<file path="config.mk">
export PLATFORM = sky130hd
export DESIGN_NAME = sys_ctrl_cmd_flat
export DESIGN_NICKNAME = d
export VERILOG_FILES = /design/src/rtl/sys_ctrl_cmd_pkg.sv /design/src/rtl/sys_ctrl_cmd_if.sv /design/src/rtl/sys_ctrl_cmd.sv /design/src/flat_wrapper.sv
export SDC_FILE = /design/constraint.sdc
export NUM_CORES = 1
export LEC_CHECK = 0
export CAP_MARGIN = 20
export CORE_MARGIN = 3
export CORE_UTILIZATION = 45
export DETAILED_ROUTE_END_ITERATION = 7
export PLACE_DENSITY = 0.81
export SLEW_MARGIN = 20
export SYNTH_ARGS = -nofsm -noshare
export SYNTH_HDL_FRONTEND = slang
export SYNTH_SLANG_ARGS = --single-unit
export TNS_END_PERCENT = 5
</file>
<file path="constraint.sdc">
create_clock -name i_clk -period 1.8 [get_ports i_clk]
set_input_delay 0.36 -clock i_clk [delete_from_list [all_inputs] [get_ports i_clk]]
set_output_delay 0.36 -clock i_clk [all_outputs]
set_load 0.01 [all_outputs]
</file>
<file path="src/rtl/sys_ctrl_cmd_pkg.sv">
// rtl/sys_ctrl_cmd_pkg.sv - shared types and command codes for the command sequencer
// Purpose: FSM state enumeration and the framed-command opcode bytes.
// Ports: none (package).
package sys_ctrl_cmd_pkg;

  typedef enum logic [3:0] {
    S_IDLE,
    S_WR_ADDR,
    S_WR_DATA,
    S_RD_ADDR,
    S_RD_WAIT,
    S_ALU_A,
    S_ALU_B,
    S_ALU_FUN,
    S_ALU_WAIT,
    S_TX_LO,
    S_TX_HI
  } state_e;

  localparam logic [7:0] CMD_WR      = 8'hAA;
  localparam logic [7:0] CMD_RD      = 8'hBB;
  localparam logic [7:0] CMD_ALU_OP  = 8'hCC;
  localparam logic [7:0] CMD_ALU_NOP = 8'hDD;

endpackage

</file>
<file path="src/rtl/sys_ctrl_cmd_if.sv">
// rtl/sys_ctrl_cmd_if.sv - bundle of RX, reg-file, ALU and TX signals around the sequencer
// Purpose: groups every non-clock/reset signal of sys_ctrl_cmd.
// Signals (named from the sequencer's point of view):
//   i_rx_data/i_rx_valid             received byte, 1-cycle valid pulse
//   o_rf_wr_en/o_rf_rd_en            reg-file write/read enable pulses
//   o_rf_addr/o_rf_wr_data           reg-file address and write data
//   i_rf_rd_data/i_rf_rd_valid       reg-file read data and its valid
//   o_alu_en/o_alu_fun               ALU start pulse and function code
//   i_alu_out/i_alu_valid            ALU result (2*WIDTH) and its valid
//   o_tx_data/o_tx_valid/i_tx_busy   byte to UART TX, valid, TX busy
//   o_timeout                        1-cycle pulse on wait-state abort
// Modports: master = sequencer, slave = surrounding system.
interface sys_ctrl_cmd_if #(
  parameter int WIDTH  = 8,
  parameter int ADDR_W = 4,
  parameter int FUN_W  = 4
);
  logic [WIDTH-1:0]   i_rx_data;
  logic               i_rx_valid;
  logic               o_rf_wr_en;
  logic               o_rf_rd_en;
  logic [ADDR_W-1:0]  o_rf_addr;
  logic [WIDTH-1:0]   o_rf_wr_data;
  logic [WIDTH-1:0]   i_rf_rd_data;
  logic               i_rf_rd_valid;
  logic               o_alu_en;
  logic [FUN_W-1:0]   o_alu_fun;
  logic [2*WIDTH-1:0] i_alu_out;
  logic               i_alu_valid;
  logic [WIDTH-1:0]   o_tx_data;
  logic               o_tx_valid;
  logic               i_tx_busy;
  logic               o_timeout;

  modport master (
    input  i_rx_data, i_rx_valid, i_rf_rd_data, i_rf_rd_valid,
           i_alu_out, i_alu_valid, i_tx_busy,
    output o_rf_wr_en, o_rf_rd_en, o_rf_addr, o_rf_wr_data,
           o_alu_en, o_alu_fun, o_tx_data, o_tx_valid, o_timeout
  );

  modport slave (
    output i_rx_data, i_rx_valid, i_rf_rd_data, i_rf_rd_valid,
           i_alu_out, i_alu_valid, i_tx_busy,
    input  o_rf_wr_en, o_rf_rd_en, o_rf_addr, o_rf_wr_data,
           o_alu_en, o_alu_fun, o_tx_data, o_tx_valid, o_timeout
  );

endinterface

</file>
<file path="src/rtl/sys_ctrl_cmd.sv">
// rtl/sys_ctrl_cmd.sv - framed byte-command sequencer for reg file, ALU and UART TX
// Purpose: decodes AA (write), BB (read), CC (ALU with operands) and DD (ALU, no
//   operands) frames from the RX byte stream, issues single-cycle reg-file and ALU
//   pulses, and returns read data / ALU results as bytes to UART TX.
// Ports:
//   i_clk     system clock
//   i_arst_n  asynchronous active-low reset
//   bus       sys_ctrl_cmd_if.master (RX, reg-file, ALU, TX and timeout signals)
module sys_ctrl_cmd
  import sys_ctrl_cmd_pkg::*;
#(
  parameter int WIDTH   = 8,
  parameter int DEPTH   = 16,
  parameter int FUN_W   = 4,
  parameter int TIMEOUT = 255,
  localparam int ADDR_W = $clog2(DEPTH)
) (
  input  logic              i_clk,
  input  logic              i_arst_n,
  sys_ctrl_cmd_if.master    bus
);

  localparam int CNT_W = $clog2(TIMEOUT + 1);

  state_e             state_q, state_d;
  logic               rf_wr_en_q, rf_wr_en_d;
  logic               rf_rd_en_q, rf_rd_en_d;
  logic [ADDR_W-1:0]  rf_addr_q, rf_addr_d;
  logic [WIDTH-1:0]   rf_wr_data_q, rf_wr_data_d;
  logic               alu_en_q, alu_en_d;
  logic [FUN_W-1:0]   alu_fun_q, alu_fun_d;
  logic [WIDTH-1:0]   res_hi_q, res_hi_d;
  logic               two_q, two_d;
  logic [WIDTH-1:0]   tx_data_q, tx_data_d;
  logic               tx_valid_q, tx_valid_d;
  logic               timeout_q, timeout_d;
  logic [CNT_W-1:0]   cnt_q, cnt_d;

  always_ff @(posedge i_clk or negedge i_arst_n) begin
    if (!i_arst_n) begin
      state_q      <= S_IDLE;
      rf_wr_en_q   <= 1'b0;
      rf_rd_en_q   <= 1'b0;
      rf_addr_q    <= '0;
      rf_wr_data_q <= '0;
      alu_en_q     <= 1'b0;
      alu_fun_q    <= '0;
      res_hi_q     <= '0;
      two_q        <= 1'b0;
      tx_data_q    <= '0;
      tx_valid_q   <= 1'b0;
      timeout_q    <= 1'b0;
      cnt_q        <= '0;
    end else begin
      state_q      <= state_d;
      rf_wr_en_q   <= rf_wr_en_d;
      rf_rd_en_q   <= rf_rd_en_d;
      rf_addr_q    <= rf_addr_d;
      rf_wr_data_q <= rf_wr_data_d;
      alu_en_q     <= alu_en_d;
      alu_fun_q    <= alu_fun_d;
      res_hi_q     <= res_hi_d;
      two_q        <= two_d;
      tx_data_q    <= tx_data_d;
      tx_valid_q   <= tx_valid_d;
      timeout_q    <= timeout_d;
      cnt_q        <= cnt_d;
    end
  end

  // All outputs are registered: a pulse decided in cycle N appears in cycle N+1.
  // Bytes arriving in wait/TX states fall through to the defaults and are dropped.
  always_comb begin
    state_d      = state_q;
    rf_wr_en_d   = 1'b0;
    rf_rd_en_d   = 1'b0;
    rf_addr_d    = rf_addr_q;
    rf_wr_data_d = rf_wr_data_q;
    alu_en_d     = 1'b0;
    alu_fun_d    = alu_fun_q;
    res_hi_d     = res_hi_q;
    two_d        = two_q;
    tx_data_d    = tx_data_q;
    tx_valid_d   = tx_valid_q;
    timeout_d    = 1'b0;
    cnt_d        = cnt_q;

    case (state_q)
      S_IDLE: begin
        if (bus.i_rx_valid) begin
          case (bus.i_rx_data)
            CMD_WR:      state_d = S_WR_ADDR;
            CMD_RD:      state_d = S_RD_ADDR;
            CMD_ALU_OP:  state_d = S_ALU_A;
            CMD_ALU_NOP: state_d = S_ALU_FUN;
            default:     state_d = S_IDLE;
          endcase
        end
      end

      S_WR_ADDR: begin
        if (bus.i_rx_valid) begin
          rf_addr_d = bus.i_rx_data[ADDR_W-1:0];
          state_d   = S_WR_DATA;
        end
      end

      S_WR_DATA: begin
        if (bus.i_rx_valid) begin
          rf_wr_data_d = bus.i_rx_data;
          rf_wr_en_d   = 1'b1;
          state_d      = S_IDLE;
        end
      end

      S_RD_ADDR: begin
        if (bus.i_rx_valid) begin
          rf_addr_d  = bus.i_rx_data[ADDR_W-1:0];
          rf_rd_en_d = 1'b1;
          cnt_d      = '0;
          state_d    = S_RD_WAIT;
        end
      end

      S_RD_WAIT: begin
        if (bus.i_rf_rd_valid) begin
          tx_data_d  = bus.i_rf_rd_data;
          tx_valid_d = 1'b1;
          two_d      = 1'b0;
          state_d    = S_TX_LO;
        end else if (cnt_q == CNT_W'(TIMEOUT - 1)) begin
          timeout_d = 1'b1;
          state_d   = S_IDLE;
        end else begin
          cnt_d = cnt_q + 1'b1;
        end
      end

      // Operand bytes go straight into reg0/reg1 where the ALU reads them.
      S_ALU_A: begin
        if (bus.i_rx_valid) begin
          rf_addr_d    = '0;
          rf_wr_data_d = bus.i_rx_data;
          rf_wr_en_d   = 1'b1;
          state_d      = S_ALU_B;
        end
      end

      S_ALU_B: begin
        if (bus.i_rx_valid) begin
          rf_addr_d    = ADDR_W'(1);
          rf_wr_data_d = bus.i_rx_data;
          rf_wr_en_d   = 1'b1;
          state_d      = S_ALU_FUN;
        end
      end

      S_ALU_FUN: begin
        if (bus.i_rx_valid) begin
          alu_fun_d = bus.i_rx_data[FUN_W-1:0];
          alu_en_d  = 1'b1;
          cnt_d     = '0;
          state_d   = S_ALU_WAIT;
        end
      end

      S_ALU_WAIT: begin
        if (bus.i_alu_valid) begin
          tx_data_d  = bus.i_alu_out[WIDTH-1:0];
          res_hi_d   = bus.i_alu_out[2*WIDTH-1:WIDTH];
          tx_valid_d = 1'b1;
          two_d      = 1'b1;
          state_d    = S_TX_LO;
        end else if (cnt_q == CNT_W'(TIMEOUT - 1)) begin
          timeout_d = 1'b1;
          state_d   = S_IDLE;
        end else begin
          cnt_d = cnt_q + 1'b1;
        end
      end

      // tx_valid stays high across the LO->HI hand-over, so the high byte is
      // presented in the cycle right after the low byte is accepted.
      S_TX_LO: begin
        if (!bus.i_tx_busy) begin
          if (two_q) begin
            tx_data_d = res_hi_q;
            state_d   = S_TX_HI;
          end else begin
            tx_valid_d = 1'b0;
            state_d    = S_IDLE;
          end
        end
      end

      S_TX_HI: begin
        if (!bus.i_tx_busy) begin
          tx_valid_d = 1'b0;
          state_d    = S_IDLE;
        end
      end

      default: state_d = S_IDLE;
    endcase
  end

  assign bus.o_rf_wr_en   = rf_wr_en_q;
  assign bus.o_rf_rd_en   = rf_rd_en_q;
  assign bus.o_rf_addr    = rf_addr_q;
  assign bus.o_rf_wr_data = rf_wr_data_q;
  assign bus.o_alu_en     = alu_en_q;
  assign bus.o_alu_fun    = alu_fun_q;
  assign bus.o_tx_data    = tx_data_q;
  assign bus.o_tx_valid   = tx_valid_q;
  assign bus.o_timeout    = timeout_q;

endmodule
</file>
<file path="src/flat_wrapper.sv">
// flat-port wrapper written by rule: the top's interface ports become plain ports
module sys_ctrl_cmd_flat import sys_ctrl_cmd_pkg::*;
#(
  parameter int WIDTH   = 8,
  parameter int DEPTH   = 16,
  parameter int FUN_W   = 4,
  parameter int TIMEOUT = 255,
  localparam int ADDR_W = $clog2(DEPTH)
)
  (i_clk, i_arst_n, bus_i_rx_data, bus_i_rx_valid, bus_i_rf_rd_data, bus_i_rf_rd_valid, bus_i_alu_out, bus_i_alu_valid, bus_i_tx_busy, bus_o_rf_wr_en, bus_o_rf_rd_en, bus_o_rf_addr, bus_o_rf_wr_data, bus_o_alu_en, bus_o_alu_fun, bus_o_tx_data, bus_o_tx_valid, bus_o_timeout);
  sys_ctrl_cmd_if #(.WIDTH(WIDTH), .FUN_W(FUN_W)) bus_i ();
  input  logic i_clk;
  input  logic i_arst_n;
  input wire logic [$bits(bus_i.i_rx_data)-1:0] bus_i_rx_data;
  input wire logic [$bits(bus_i.i_rx_valid)-1:0] bus_i_rx_valid;
  input wire logic [$bits(bus_i.i_rf_rd_data)-1:0] bus_i_rf_rd_data;
  input wire logic [$bits(bus_i.i_rf_rd_valid)-1:0] bus_i_rf_rd_valid;
  input wire logic [$bits(bus_i.i_alu_out)-1:0] bus_i_alu_out;
  input wire logic [$bits(bus_i.i_alu_valid)-1:0] bus_i_alu_valid;
  input wire logic [$bits(bus_i.i_tx_busy)-1:0] bus_i_tx_busy;
  output wire logic [$bits(bus_i.o_rf_wr_en)-1:0] bus_o_rf_wr_en;
  output wire logic [$bits(bus_i.o_rf_rd_en)-1:0] bus_o_rf_rd_en;
  output wire logic [$bits(bus_i.o_rf_addr)-1:0] bus_o_rf_addr;
  output wire logic [$bits(bus_i.o_rf_wr_data)-1:0] bus_o_rf_wr_data;
  output wire logic [$bits(bus_i.o_alu_en)-1:0] bus_o_alu_en;
  output wire logic [$bits(bus_i.o_alu_fun)-1:0] bus_o_alu_fun;
  output wire logic [$bits(bus_i.o_tx_data)-1:0] bus_o_tx_data;
  output wire logic [$bits(bus_i.o_tx_valid)-1:0] bus_o_tx_valid;
  output wire logic [$bits(bus_i.o_timeout)-1:0] bus_o_timeout;
  assign bus_i.i_rx_data = bus_i_rx_data;
  assign bus_i.i_rx_valid = bus_i_rx_valid;
  assign bus_i.i_rf_rd_data = bus_i_rf_rd_data;
  assign bus_i.i_rf_rd_valid = bus_i_rf_rd_valid;
  assign bus_i.i_alu_out = bus_i_alu_out;
  assign bus_i.i_alu_valid = bus_i_alu_valid;
  assign bus_i.i_tx_busy = bus_i_tx_busy;
  assign bus_o_rf_wr_en = bus_i.o_rf_wr_en;
  assign bus_o_rf_rd_en = bus_i.o_rf_rd_en;
  assign bus_o_rf_addr = bus_i.o_rf_addr;
  assign bus_o_rf_wr_data = bus_i.o_rf_wr_data;
  assign bus_o_alu_en = bus_i.o_alu_en;
  assign bus_o_alu_fun = bus_i.o_alu_fun;
  assign bus_o_tx_data = bus_i.o_tx_data;
  assign bus_o_tx_valid = bus_i.o_tx_valid;
  assign bus_o_timeout = bus_i.o_timeout;
  sys_ctrl_cmd #(.WIDTH(WIDTH), .DEPTH(DEPTH), .FUN_W(FUN_W), .TIMEOUT(TIMEOUT)) u_core (.i_clk(i_clk), .i_arst_n(i_arst_n), .bus(bus_i));
endmodule
</file>
# Yosys cells after proc, flatten, opt, wreduce, memory -nomap -nowiden
# Index checks and enable logic that the tools add are counted.
[word_totals]
inputBits = 38
ff_bits = 50
wordCells = 108
[classes]
n_eq_ne = 32
reduce_logical = 18
add_sub_neg = 1
muxes = 44
[op_table]
columns = ["op", "n"]
rows = [
  ["2-to-1 mux 8 bit", 8],
  ["2-to-1 mux 4 bit", 15],
  ["case mux 8 bit (3 select lines)", 2],
  ["case mux 4 bit (11 select lines)", 1],
  ["equality test 8 bit, second input constant", 5],
  ["inequality test 2 bit, second input constant", 14],
  ["equality test 4 x 3 -> 1 bit, second input constant", 4],
  ["2-to-1 mux 1 bit", 13],
  ["equality test 4 bit, second input constant", 3],
  ["case mux 3 bit (4 select lines)", 1],
  ["case mux 4 bit (3 select lines)", 1],
  ["AND reduction 9 bit", 1],
  ["nonzero test 3 bit", 3],
  ["adder 8 x 1 -> 8 bit, second input constant", 1],
  ["equality test 4 x 2 -> 1 bit, second input constant", 2],
  ["AND reduction 4 bit", 2],
  ["inequality test 2 x 1 -> 1 bit, second input constant", 3],
  ["AND reduction 2 bit", 3],
  ["AND reduction 6 bit", 1],
  ["AND reduction 5 bit", 1],
  ["equality test 4 x 1 -> 1 bit, second input constant", 1],
  ["zero test 4 bit", 1],
  ["case mux 1 bit (2 select lines)", 2],
  ["case mux 1 bit (4 select lines)", 1],
  ["other kinds (5)", 6],
]

# Depth between registers and ports, before layout
[logic_depth]
ltp_word = 4
mapped_depth = 6
depth_no_buf = 6

# Worst setup path after synthesis
# No wires, ideal clock.
[synth_path]
path_kind = "reg2reg"
from = "register u_core.state_q[3]"
to = "register u_core.cnt_q[1]"
required_ps = 1675
setup_ps = 125
arrival_time_ps = 1479
stages_incl_launch_ff = 5
period_less_slack_ps = 1603
setup_slack_ps = 197
cell_sequence = "dfrtp_1 > nand2b_1 > or3_4 > a21oi_2 > mux2_2"
[synth_via]
elab_chain_len = 4
[synth_lines]
columns = ["item", "line_no", "rtl"]
rows = [
  ["from (decl)", "sys_ctrl_cmd.sv:25", "state_e state_q, state_d;"],
  ["from (signal assigned)", "sys_ctrl_cmd.sv:55", "state_q <= state_d;"],
  ["equality test 4 x 2 -> 1 bit or equality test 4 x 3 -> 1 bit (tied branches)", "sys_ctrl_cmd.sv:88", "case (state_q)"],
  ["OR reduction 2 bit (no source line)", "-", ""],
  ["inequality test 2 x 1 -> 1 bit (no source line) or nonzero test 3 bit (tied branches)", "-", ""],
  ["AND reduction 4 bit (no source line)", "-", ""],
  ["to (signal assigned)", "sys_ctrl_cmd.sv:67", "cnt_q <= cnt_d;"],
  ["to (decl)", "sys_ctrl_cmd.sv:37", "logic [CNT_W-1:0] cnt_q, cnt_d;"],
]
# Several ways; a longest one is shown, not always the timed one.
# A chain may end at the register's enable or synchronous reset.

# Worst setup path in the final report
[layout_path]
from = "register u_core.state_q[0]"
to = "register u_core.cnt_q[1]"
# Same word-level chain as after synthesis.

==> run metrics <==
outcome=finished clean; CTS tree=done; clk sinks=50; first-pass GRT wire length=10470 um; initial core utilization=47.34%; switching share of power=34.07%; leakage=1.585 nW; xor/xnor share of the synthesized area=0.6638%; f_max=592.1 MHz; final hold violation count=0; Hold Path Class=input pin to async pin; Starting DRT DRC Count=107; Routed wire per std cell=15.56 um; Compound-Gate Fraction of Synth Area=14.08%; Port Buffers=66; GR Util All Layers=19.96%; DIE WIDTH=82.58 um; combinational share of power=45.8%; ranking of synthesized cells by area=dfrtp_1 (47%), mux2_2 (9.0%), mux2i_1 (7.2%); r2r setup slk=110 ps; r2r worst-path depth=5; maximum fanout along the worst path=6; distinct cell type count after synthesis=49; gpl congestion=0.9355; filler cell count=445; Slew @ Worst Pin=412.3 ps; Pwr per Cell Area=1289 mW/mm2; Most used DFF post-synth=dfrtp_1; Final Max Tran Viols=0; DRC violation count after routing=0; type of destination of the critical path=flop; critical path required time=2000 ps; post-synthesis sequential area ratio=47.42%; gr ovfl total=0; Top delay family on crit path=flip-flops; part of the power in registers=37.6%; initial antenna violation count=0; H-Tree Depth=2; share of the synthesized area in the top cell type=47.42%; Overall Power=0.004773 W; # nets final=383; Async SR Flop Fraction=100.0%; Clock Latency Late Sink=300 ps; Ports=67; worst rel slew slack=71.80%; drt via density=5.349; synth-to-layout area growth=40.30%; Critical Path Stages=5; Synth Cell Area=0.002639 mm2; number of global-route vias before repair=2175; CTS Buf Count=5; Reg clk slew, reported paths=90 ps; synthesized net count=288; most numerous cell in the Yosys netlist=dfrtp_1; cell taking the most area after synthesis=dfrtp_1; Crit-path slowest cell=dfrtp_1; CORE AREA=0.005574 mm2; share of layout cells above drive strength 1=22.67%; startpoint types=flop; maxcap violations=0; CP Class=flop to flop; Clock Path Buffers=2; total wire length=6474 um; synthesized netlist cell count=248; largest net degree at the start of global routing=51; worst path bufs/invs=2; simple-gate area share of the yosys netlist=16.12%; Post-DRT Antenna Nets=0; maximum vdd drop=0.0007402 V; minimum clock period=1689 ps; crit share post-route=93.82%; # rows=27; ANT cells=0; clock root buffer=clkbuf_8; unrepaired setup endpoints after global routing=no; RR Startpoint=u_core.state_q[0]$_DFFE_PN0P_; Synth Area in Adders=0.9483%; Register Area=0.001254 mm2; CP arrival=1890 ps; synth cell count leaders=dfrtp_1 (50), mux2_2 (21), nand2_1 (20); Yosys reg bits=50; Critical Path, Cell by Cell=buf_4 > inv_1 > or3_4 > a21oi_2 > mux2_2; Die Span Y=82.58 um; main combinational cell family by area after synthesis=multiplexers; CP peak stage delay=430 ps; sw power=0.001626 W; # setup viols final=0; number of synthesized flops with an enable pin=0; post-DP HPWL=4982 um; Die ar.=0.006819 mm2; via count=2225; Yosys warning total=0; Clk network pwr share=16.6%; post-synthesis average cell area=10.64 um2; multi-input logic area=0.001275 mm2; clock skew=2.672 ps; DRT Pass-1 Iters=4; setup TNS=0 ps; Int Power=0.003147 W; post-synthesis mux area share=16.17%; RR Endpoint=u_core.cnt_q[1]$_DFFE_PN0P_
[worst max-delay path by stage]
stage	start	endpoint	slack [ps]
floorplan	u_core.state_q[3]$_DFFE_PN0P_	u_core.cnt_q[1]$_DFFE_PN0P_	200
global placement	bus_i_alu_valid	u_core.cnt_q[7]$_DFFE_PN0P_	-140
detailed placement	bus_i_alu_valid	u_core.cnt_q[7]$_DFFE_PN0P_	-210
CTS	u_core.state_q[1]$_DFFE_PN0P_	u_core.bus.o_tx_data[2]$_DFFE_PN0P_	30
global route	u_core.state_q[0]$_DFFE_PN0P_	u_core.cnt_q[1]$_DFFE_PN0P_	10
finish	u_core.state_q[0]$_DFFE_PN0P_	u_core.cnt_q[1]$_DFFE_PN0P_	110
[metal layers]
layer,wire (um),vias up,track usage (%),share of wire (%)
li1,-,1078,-,-
met1,2894,1064,27.40,45
met2,3085,72,31.81,48
met3,411,11,4.772,6.3
met4,82,0,4.902,1.3
met5,0,-,0,0
[power groups by stage]
stage | registers (W) | clock network, W | logic, W
4_1_cts | 0.00180 | 0.000808 | 0.00218
3_5_place_dp | 0.00182 | 0 | 0.00217
3_3_place_gp | 0.00179 | 0 | 0.00212
2_1_floorplan | 0.00187 | 0 | 0.00110
6_report | 0.00180 | 0.000792 | 0.00219
5_1_grt | 0.00185 | 0.000857 | 0.00239
[metrics by stage]
step	std cells	hold WS (ps)	setup slack [ps]	util (%)	area, um2
2_1_floorplan	248	64.41	196.6	-	2639
3_3_place_gp	408	368.6	-135.4	64.24	3581
3_5_place_dp	408	375.4	-205.1	64.24	3581
4_1_cts	416	41.45	29.02	66.24	3692
5_1_grt	416	41.86	9.799	66.42	3702
6_report	416	33.80	111.2	66.42	3702
[registers in the layout, indices dropped and copies added, names as in the netlist, 4 cells and up]
register,count
u_core.res_hi_q,8
u_core.bus.o_tx_data,8
u_core.bus.o_rf_wr_data,8
u_core.bus.o_rf_addr,4
u_core.state_q,4
u_core.bus.o_alu_fun,4
u_core.cnt_q,8
[layout by cell type, fill, tap and decap left out, types with 2 or more instances in the layout]
cell type        count
nand4bb_1            3
inv_1               16
or4_1                2
ha_1                 2
nand2b_2             2
buf_12               2
nand2b_1             5
nand3b_1             3
clkdlybuf4s50_1     65
dfrtp_1             48
clkbuf_8             5
o31ai_1              6
a21oi_2              2
or3_1                2
nor3_1               5
a21oi_1             14
o22ai_1              3
nor3b_2              3
dfrtp_2              2
o21ai_0             17
nand4_1              4
nand3_1              2
nand2_1             20
a21boi_0             2
mux2i_1             19
and3_1               2
nor2_1              10
mux2_2              21
buf_4               29
[worst register-to-register path, stage by stage, from the launching register on]
cell     delay [ps]
dfrtp_1         430
buf_4           180
inv_1           110
or3_4           390
a21oi_2         140
mux2_2          340
[timing repair]
action | in CTS | in global routing
setup buffers | 0 | 0
gates resized for setup | 1 | 6
pin swaps | 0 | 0
hold endpoints to repair | 0 | 0
hold buffers | 0 | 0
setup endpoints to repair | 1 | 13
cloned | 0 | 0
[layout make-up]
type | count | area share (%)
clock buffers | 6 | 1.960
repair buffers | 97 | 24.67
well taps | 72 | 2.433
clock inverters | 2 | 1.014
multi-input cells | 173 | 34.44
flip-flops and latches | 50 | 33.86
inverters | 16 | 1.622
[kinds of logic (layout without fill, tap and decap cells)]
logic type,count (synthesis),in the layout
adder cells (fa/ha/maj),2,2
buffers and inverters,25,121
XOR/XNOR,2,2
multiplexers,40,40
flip-flops,50,50
AND/OR/NAND/NOR,72,72
AO/OA/AOI/OAI,57,57
Note: power is estimated with default switching activity, not from simulation.
